`src/rtl/block_ula_ctrl.sv`:
```
// block_ula_ctrl
// Sequencer for the stack-machine ALU datapath. Accepts one stack-arithmetic
// opcode per handshake and walks it through operand reads, operand register
// loads, ALU execution, and result write-back, then reports the new TOS.
//
// Ports:
//   clk, reset_n              clock, asynchronous active-low reset
//   OP_START/OP_CODE/TOS_IN   request from the decoder (sampled only in IDLE)
//   OP_READY                  high only in IDLE
//   OP_DONE/OP_ERR            one-cycle completion pulse and error flag
//   TOS_OUT/TOS_WE            new top-of-stack address and its write strobe
//   STK_RD_EN/STK_RD_ADDR     stack RAM read (data returns one cycle later)
//   STK_WR_EN/STK_WR_ADDR     stack RAM write of ALU_OUT
//   CTRL_REG_*                ALU operand and flag register loads
//   SEL_MUX1/SEL_MUX2/SEL_ULA ALU input and operation selects
// All outputs are registered; they reflect the state the FSM is currently in.
module block_ula_ctrl #(
  parameter int ADDR_WIDTH = 12,
  parameter int STACK_BASE = 0
) (
  input  logic                  clk,
  input  logic                  reset_n,
  input  logic                  OP_START,
  input  logic [3:0]            OP_CODE,
  input  logic [ADDR_WIDTH-1:0] TOS_IN,
  output logic                  OP_READY,
  output logic                  OP_DONE,
  output logic                  OP_ERR,
  output logic [ADDR_WIDTH-1:0] TOS_OUT,
  output logic                  TOS_WE,
  output logic                  STK_RD_EN,
  output logic [ADDR_WIDTH-1:0] STK_RD_ADDR,
  output logic                  STK_WR_EN,
  output logic [ADDR_WIDTH-1:0] STK_WR_ADDR,
  output logic                  CTRL_REG_OP1,
  output logic                  CTRL_REG_OP2,
  output logic                  CTRL_REG_COMP,
  output logic                  CTRL_REG_OVERFLOW,
  output logic [1:0]            SEL_MUX1,
  output logic [1:0]            SEL_MUX2,
  output logic [3:0]            SEL_ULA
);

  typedef enum logic [2:0] {IDLE, RD_A, RD_B, LD_B, EXEC, DONE} state_t;

  localparam logic [ADDR_WIDTH:0]   BASE_EXT = (ADDR_WIDTH+1)'(STACK_BASE);
  localparam logic [ADDR_WIDTH:0]   ONE_EXT  = 1;
  localparam logic [ADDR_WIDTH-1:0] ONE_A    = 1;
  localparam logic [ADDR_WIDTH-1:0] TWO_A    = 2;

  state_t                  state;
  logic [3:0]              op_lat;
  logic [ADDR_WIDTH-1:0]   tos_lat;
  logic                    err_lat;

  function automatic logic is_binary(input logic [3:0] c);
    return c inside {4'b0000, 4'b0001, 4'b0010, 4'b1101, 4'b1110, 4'b1111};
  endfunction

  function automatic logic is_compare(input logic [3:0] c);
    return c inside {4'b1001, 4'b1010, 4'b1011};
  endfunction

  function automatic logic is_unary(input logic [3:0] c);
    return c == 4'b1100;
  endfunction

  function automatic logic loads_overflow(input logic [3:0] c);
    return c inside {4'b0000, 4'b0001, 4'b0010};
  endfunction

  // Underflow is detected from the borrow of a one-bit-wider subtraction, so
  // the check stays well-defined for any STACK_BASE, including 0.
  logic [ADDR_WIDTH:0] tos_ext;
  logic [ADDR_WIDTH:0] margin0;
  logic [ADDR_WIDTH:0] margin1;
  logic                legal;
  logic                underflow;
  logic                accept_ok;
  logic                enter_exec;

  assign tos_ext    = {1'b0, TOS_IN};
  assign margin0    = tos_ext - BASE_EXT;
  assign margin1    = margin0 - ONE_EXT;
  assign legal      = is_binary(OP_CODE) | is_compare(OP_CODE) | is_unary(OP_CODE);
  assign underflow  = is_unary(OP_CODE) ? margin0[ADDR_WIDTH] : margin1[ADDR_WIDTH];
  assign accept_ok  = legal & ~underflow;
  assign enter_exec = (state == LD_B) || ((state == RD_B) && is_unary(op_lat));

  always_ff @(posedge clk or negedge reset_n) begin
    if (!reset_n) begin
      state             <= IDLE;
      op_lat            <= '0;
      tos_lat           <= '0;
      err_lat           <= 1'b0;
      OP_READY          <= 1'b1;
      OP_DONE           <= 1'b0;
      OP_ERR            <= 1'b0;
      TOS_OUT           <= '0;
      TOS_WE            <= 1'b0;
      STK_RD_EN         <= 1'b0;
      STK_RD_ADDR       <= '0;
      STK_WR_EN         <= 1'b0;
      STK_WR_ADDR       <= '0;
      CTRL_REG_OP1      <= 1'b0;
      CTRL_REG_OP2      <= 1'b0;
      CTRL_REG_COMP     <= 1'b0;
      CTRL_REG_OVERFLOW <= 1'b0;
      SEL_MUX1          <= '0;
      SEL_MUX2          <= '0;
      SEL_ULA           <= '0;
    end else begin
      // Everything deasserts unless the state being entered drives it.
      OP_READY          <= 1'b0;
      OP_DONE           <= 1'b0;
      OP_ERR            <= 1'b0;
      TOS_OUT           <= '0;
      TOS_WE            <= 1'b0;
      STK_RD_EN         <= 1'b0;
      STK_RD_ADDR       <= '0;
      STK_WR_EN         <= 1'b0;
      STK_WR_ADDR       <= '0;
      CTRL_REG_OP1      <= 1'b0;
      CTRL_REG_OP2      <= 1'b0;
      CTRL_REG_COMP     <= 1'b0;
      CTRL_REG_OVERFLOW <= 1'b0;
      SEL_MUX1          <= '0;
      SEL_MUX2          <= '0;
      SEL_ULA           <= '0;

      case (state)
        IDLE: begin
          if (OP_START) begin
            op_lat  <= OP_CODE;
            tos_lat <= TOS_IN;
            if (accept_ok) begin
              err_lat     <= 1'b0;
              state       <= RD_A;
              STK_RD_EN   <= 1'b1;
              STK_RD_ADDR <= TOS_IN;
            end else begin
              // Rejected ops complete immediately with no datapath activity.
              err_lat <= 1'b1;
              state   <= DONE;
              OP_DONE <= 1'b1;
              OP_ERR  <= 1'b1;
            end
          end else begin
            OP_READY <= 1'b1;
          end
        end
        RD_A: begin
          // Operand A arrives on the bus in RD_B; B is fetched in the same cycle.
          state        <= RD_B;
          CTRL_REG_OP1 <= 1'b1;
          if (!is_unary(op_lat)) begin
            STK_RD_EN   <= 1'b1;
            STK_RD_ADDR <= tos_lat - ONE_A;
          end
        end
        RD_B: begin
          if (!is_unary(op_lat)) begin
            state        <= LD_B;
            CTRL_REG_OP2 <= 1'b1;
          end
        end
        LD_B: ;
        EXEC: begin
          state   <= DONE;
          OP_DONE <= 1'b1;
          OP_ERR  <= err_lat;
          if (!err_lat) begin
            TOS_WE <= 1'b1;
            if (is_unary(op_lat))
              TOS_OUT <= tos_lat;
            else if (is_compare(op_lat))
              TOS_OUT <= tos_lat - TWO_A;
            else
              TOS_OUT <= tos_lat - ONE_A;
          end
        end
        DONE: begin
          state    <= IDLE;
          OP_READY <= 1'b1;
        end
        default: begin
          state    <= IDLE;
          OP_READY <= 1'b1;
        end
      endcase

      // Entering EXEC: selects, flag loads and write-back share one cycle.
      if (enter_exec) begin
        state             <= EXEC;
        SEL_MUX1          <= 2'b11;
        SEL_MUX2          <= 2'b11;
        SEL_ULA           <= op_lat;
        CTRL_REG_OVERFLOW <= loads_overflow(op_lat);
        CTRL_REG_COMP     <= is_compare(op_lat);
        if (is_binary(op_lat)) begin
          STK_WR_EN   <= 1'b1;
          STK_WR_ADDR <= tos_lat - ONE_A;
        end else if (is_unary(op_lat)) begin
          STK_WR_EN   <= 1'b1;
          STK_WR_ADDR <= tos_lat;
        end
      end
    end
  end

endmodule

```
`config.mk`:
```
export PLATFORM = sky130hd
export DESIGN_NAME = block_ula_ctrl
export DESIGN_NICKNAME = d
export VERILOG_FILES = /design/src/rtl/block_ula_ctrl.sv
export SDC_FILE = /design/constraint.sdc
export NUM_CORES = 1
export LEC_CHECK = 0
export CAP_MARGIN = 20
export CELL_PAD_IN_SITES_DETAIL_PLACEMENT = 2
export CELL_PAD_IN_SITES_GLOBAL_PLACEMENT = 2
export CORE_MARGIN = 1
export CORE_UTILIZATION = 34
export CTS_CLUSTER_DIAMETER = 200
export DETAILED_ROUTE_END_ITERATION = 7
export PLACE_DENSITY_LB_ADDON = 0.1
export SLEW_MARGIN = 15
export SYNTH_ARGS = -nofsm -noshare
export SYNTH_HDL_FRONTEND = slang
export SYNTH_SLANG_ARGS = --single-unit
```
`constraint.sdc`:
```
create_clock -name clk -period 3.5 [get_ports clk]
set_input_delay 0.7 -clock clk [delete_from_list [all_inputs] [get_ports clk]]
set_output_delay 0.7 -clock clk [all_outputs]
set_load 0.1 [all_outputs]
```
# Word-level counts from Yosys, hierarchy flattened
# Cells that the tools add are included.
# W data, S select, Z words.
# word_totals
reg_bits	72
input_bits	19
out_inout_bits	54
# op_classes
add_sub_neg	3
eq_ne	25
n_mux	38
bitwise_logic	4
reduce_logical	13
# ops
cell	n
$mux W12	10
$eq A4 B4 Y1 const B	14
$pmux W12 S2	1
$mux W1	16
$pmux W3 S5	1
$sub A12 B1 Y13 const B	1
$mux W3	4
$reduce_bool A6 Y1	2
$sub A12 B1 Y12 const B	1
$sub A12 B2 Y12 const B	1
$reduce_bool A3 Y1	3
$eq A4 B1 Y1 const B	2
$eq A4 B2 Y1 const B	2
$logic_not A4 Y1	2
$pmux W1 S2	4
$eq A3 B2 Y1 const B	2
$ne A3 B3 Y1 const B	2
$mux W4	1
$reduce_or A4 Y1	1
$eq A3 B1 Y1 const B	1
$eq A3 B3 Y1 const B	1
$logic_not A3 Y1	1
$reduce_and A3 Y1	1
$mux W2	1
7 further kinds	8

# Logic depth before layout (Yosys ltp)
# logic_depth
word_depth	9
depth_mapped	7

# Worst setup path after synthesis
# Ideal clock, no wire load.
# synth_timing
kind	register to output
start	register SEL_MUX2[0] (netlist name)
end	output port SEL_MUX1[1]
t_arrival_ns	1.357
required_time_ns	2.800
setup_slack_ns	1.443
stages_incl_launch_ff	2
n_path_buf	1
cell_sequence	dfrtp_1 > buf_4
# synth_rtl
element	line	rtl
end, declared	39	output logic [1:0] SEL_MUX1,

==> results.ini <==
[cts]
clk_pin_slew_ns=0.07
numCtsBuffers=9
cts_max_level=3
postCtsHoldBufs=0
post_cts_buffers=0
post_cts_resize_count=0
cts_tree=done
clkSinkCount=71
clock_path_buffers=2
cts_root_buf=clkbuf_8
insertion_delay_ns=0.36

[synthesis]
synthFlopType=dfrtp_1
async_reset_ff_share_pct=100
synth_top_area_share_pct=51.0
seq_area_frac_synth_pct=51.8
synth_cells=345
syn_avg_cell_area_sq_um=9.96
syn-num-nets=367
synth_area_leaders=dfrtp_1 (51%), nand2_1 (6.7%), a21oi_1 (2.8%)
syn_area_sq_um=3430
synth_edf_count=0
yosysWarnings=0
synth_cell_types=62
yosys.area.top_type=dfrtp_1
ys_seq_elements=71

[placement]
place.gp.congestion=0.786
placed_cell_area_sq_um=4170
port_buffers=72
place.detailed.hpwl_mm=7.81

[final_layout]
layout_common_cells=dfrtp_1 (70), clkdlybuf4s50_1 (70), nand2_1 (61)
antenna_cells=0
fin_nets=423
seqCellArea_sq_um=1780
fill_cells=1075
finalInstanceArea_sq_um=4350
drive_above_1_share_pct=8.87
multi_input_area_sq_um=1450
syn_to_final_growth_pct=26.6

[floorplanning]
dieHeight_um=103
die_area_sq_um=10500
initial_core_util_pct=35.1
rows=36
fp.coreArea_sq_um=9770
ios=73
die_x_um=103

[routing]
drt-initial-drc-count=109
drc_errors=0
routedWlPerCell_um=19.5
vias=2829
first_pass_iters=4
wl_mm=10.5
ant_nets=0
vias_per_cell=5.25

[critical_path]
start_kind=flip-flop
path_max_fanout=4
slowest_stage=clkdlybuf4s50_1
crit_required_ns=2.80
path_delay_family=buffers and inverters
cp_cell_sequence=clkdlybuf4s50_1
path_buf_inv=1
slowest_delay_ns=1.16
critPathKind=reg -> out
critPathArrivalTime_ns=1.89
cp-end-kind=output port

[hold_path]
min_path_type=in -> async

[job]
max_cap_viol_count=0

[global_routing]
grt_max_degree=72
antenna_found_initial=0
gr-usage-all-layers_pct=22.4
grt_pass1_vias=3136
grt_overflow_total=0
grt_pass1_wl_mm=17.3

[sta]
fmax_mhz=386
setup_viol=0
report.final.slew_viol_count=0
finalCritPeriodShare_pct=74.1
hold_viol=0
relSlewSlack_pct=34.4
rsz0062_at_grt=false
tightest_slew_ns=0.982
finClkSkew_ns=0.00736
finalCriticalPeriod_ns=2.59
final.setup.tns_ns=0

[outcome]
status=completed

path summary, 6_finish.rpt:
path	start	depth (start not counted)	slack, ns	to
max	SEL_MUX2[0]	1	0.91	SEL_MUX1[0]
min	reset_n	2	0.53	SEL_ULA[2]
max reg2reg	tos_lat[0]	6	1.33	STK_WR_ADDR[6]
min reg2reg	tos_lat[1]	2	0.62	STK_WR_ADDR[1]
max in group asynchronous	reset_n	2	2.37	state[2]
min in group clk	tos_lat[1]	2	0.62	STK_WR_ADDR[1]
cells in the mapped netlist (all sizes together) (4+ instances only):
library cell and instances:
o31ai 4, xor2 7, o22ai 12, clkbuf 10, a211oi 4, a22oi 6
nor3b 4, buf 21, nand2 61, or3 10, o21ai 15, xnor2 6
mux2i 4, and2 4, nor4 5, a21oi 20, nor2 17, inv 8
dfrtp 70, nand3 4
final cells by class:
class	count	area share (%)
clock buffer	15	4.06
clock inverter	1	0.115
inverter	8	0.691
multi-input combinational	235	33.3
sequential	71	40.9
tap	133	3.83
timing repair buffer	76	17.1
through the flow:
| stage | std cells | setup WS [ns] | util (%) | hold WS, ns |
|---|---|---|---|---|
| 2_1_floorplan | 345 | 1.44 | - | 0.404 |
| 3_3_place_gp | 523 | 0.904 | 42.6 | 0.593 |
| 3_5_place_dp | 523 | 0.812 | 42.6 | 0.613 |
| 4_1_cts | 539 | 0.876 | 44.5 | 0.577 |
| 5_1_grt | 539 | 0.836 | 44.5 | 0.622 |
| 6_report | 539 | 0.906 | 44.5 | 0.526 |
state kept, by name (all words and copies together), names as in the netlist, 3 cells and up:
name and cells:
SEL_ULA 4, STK_RD_ADDR 12, STK_WR_ADDR 12, TOS_OUT 12, op_lat 4, state 3
tos_lat 12
kinds of logic (layout without fill, tap and decap cells):
| family | after synthesis | after routing | share of synthesized area (%) |
|---|---|---|---|
| and+or+nand+nor | 134 | 134 | 20.8 |
| buffers and inverters | 39 | 100 | 6.05 |
| xor gates and xnor gates | 13 | 13 | 3.32 |
| AOI/OAI and AO/OA | 79 | 79 | 15.1 |
| DFF | 71 | 71 | 51.8 |
| adders and majority gates | 3 | 3 | 1.09 |
| muxes | 6 | 6 | 1.82 |
metal layers:
| metal | track usage (%) | share of wire (%) |
|---|---|---|
| met3 | 3.59 | 3.2 |
| met2 | 37.3 | 50 |
| met4 | 8.46 | 1.7 |
| met5 | 0 | 0 |
| met1 | 29.4 | 45 |
Power is left out: the tool's default activity adds up to more than one toggle a clock period on the data nets, which glitch-free logic cannot reach.
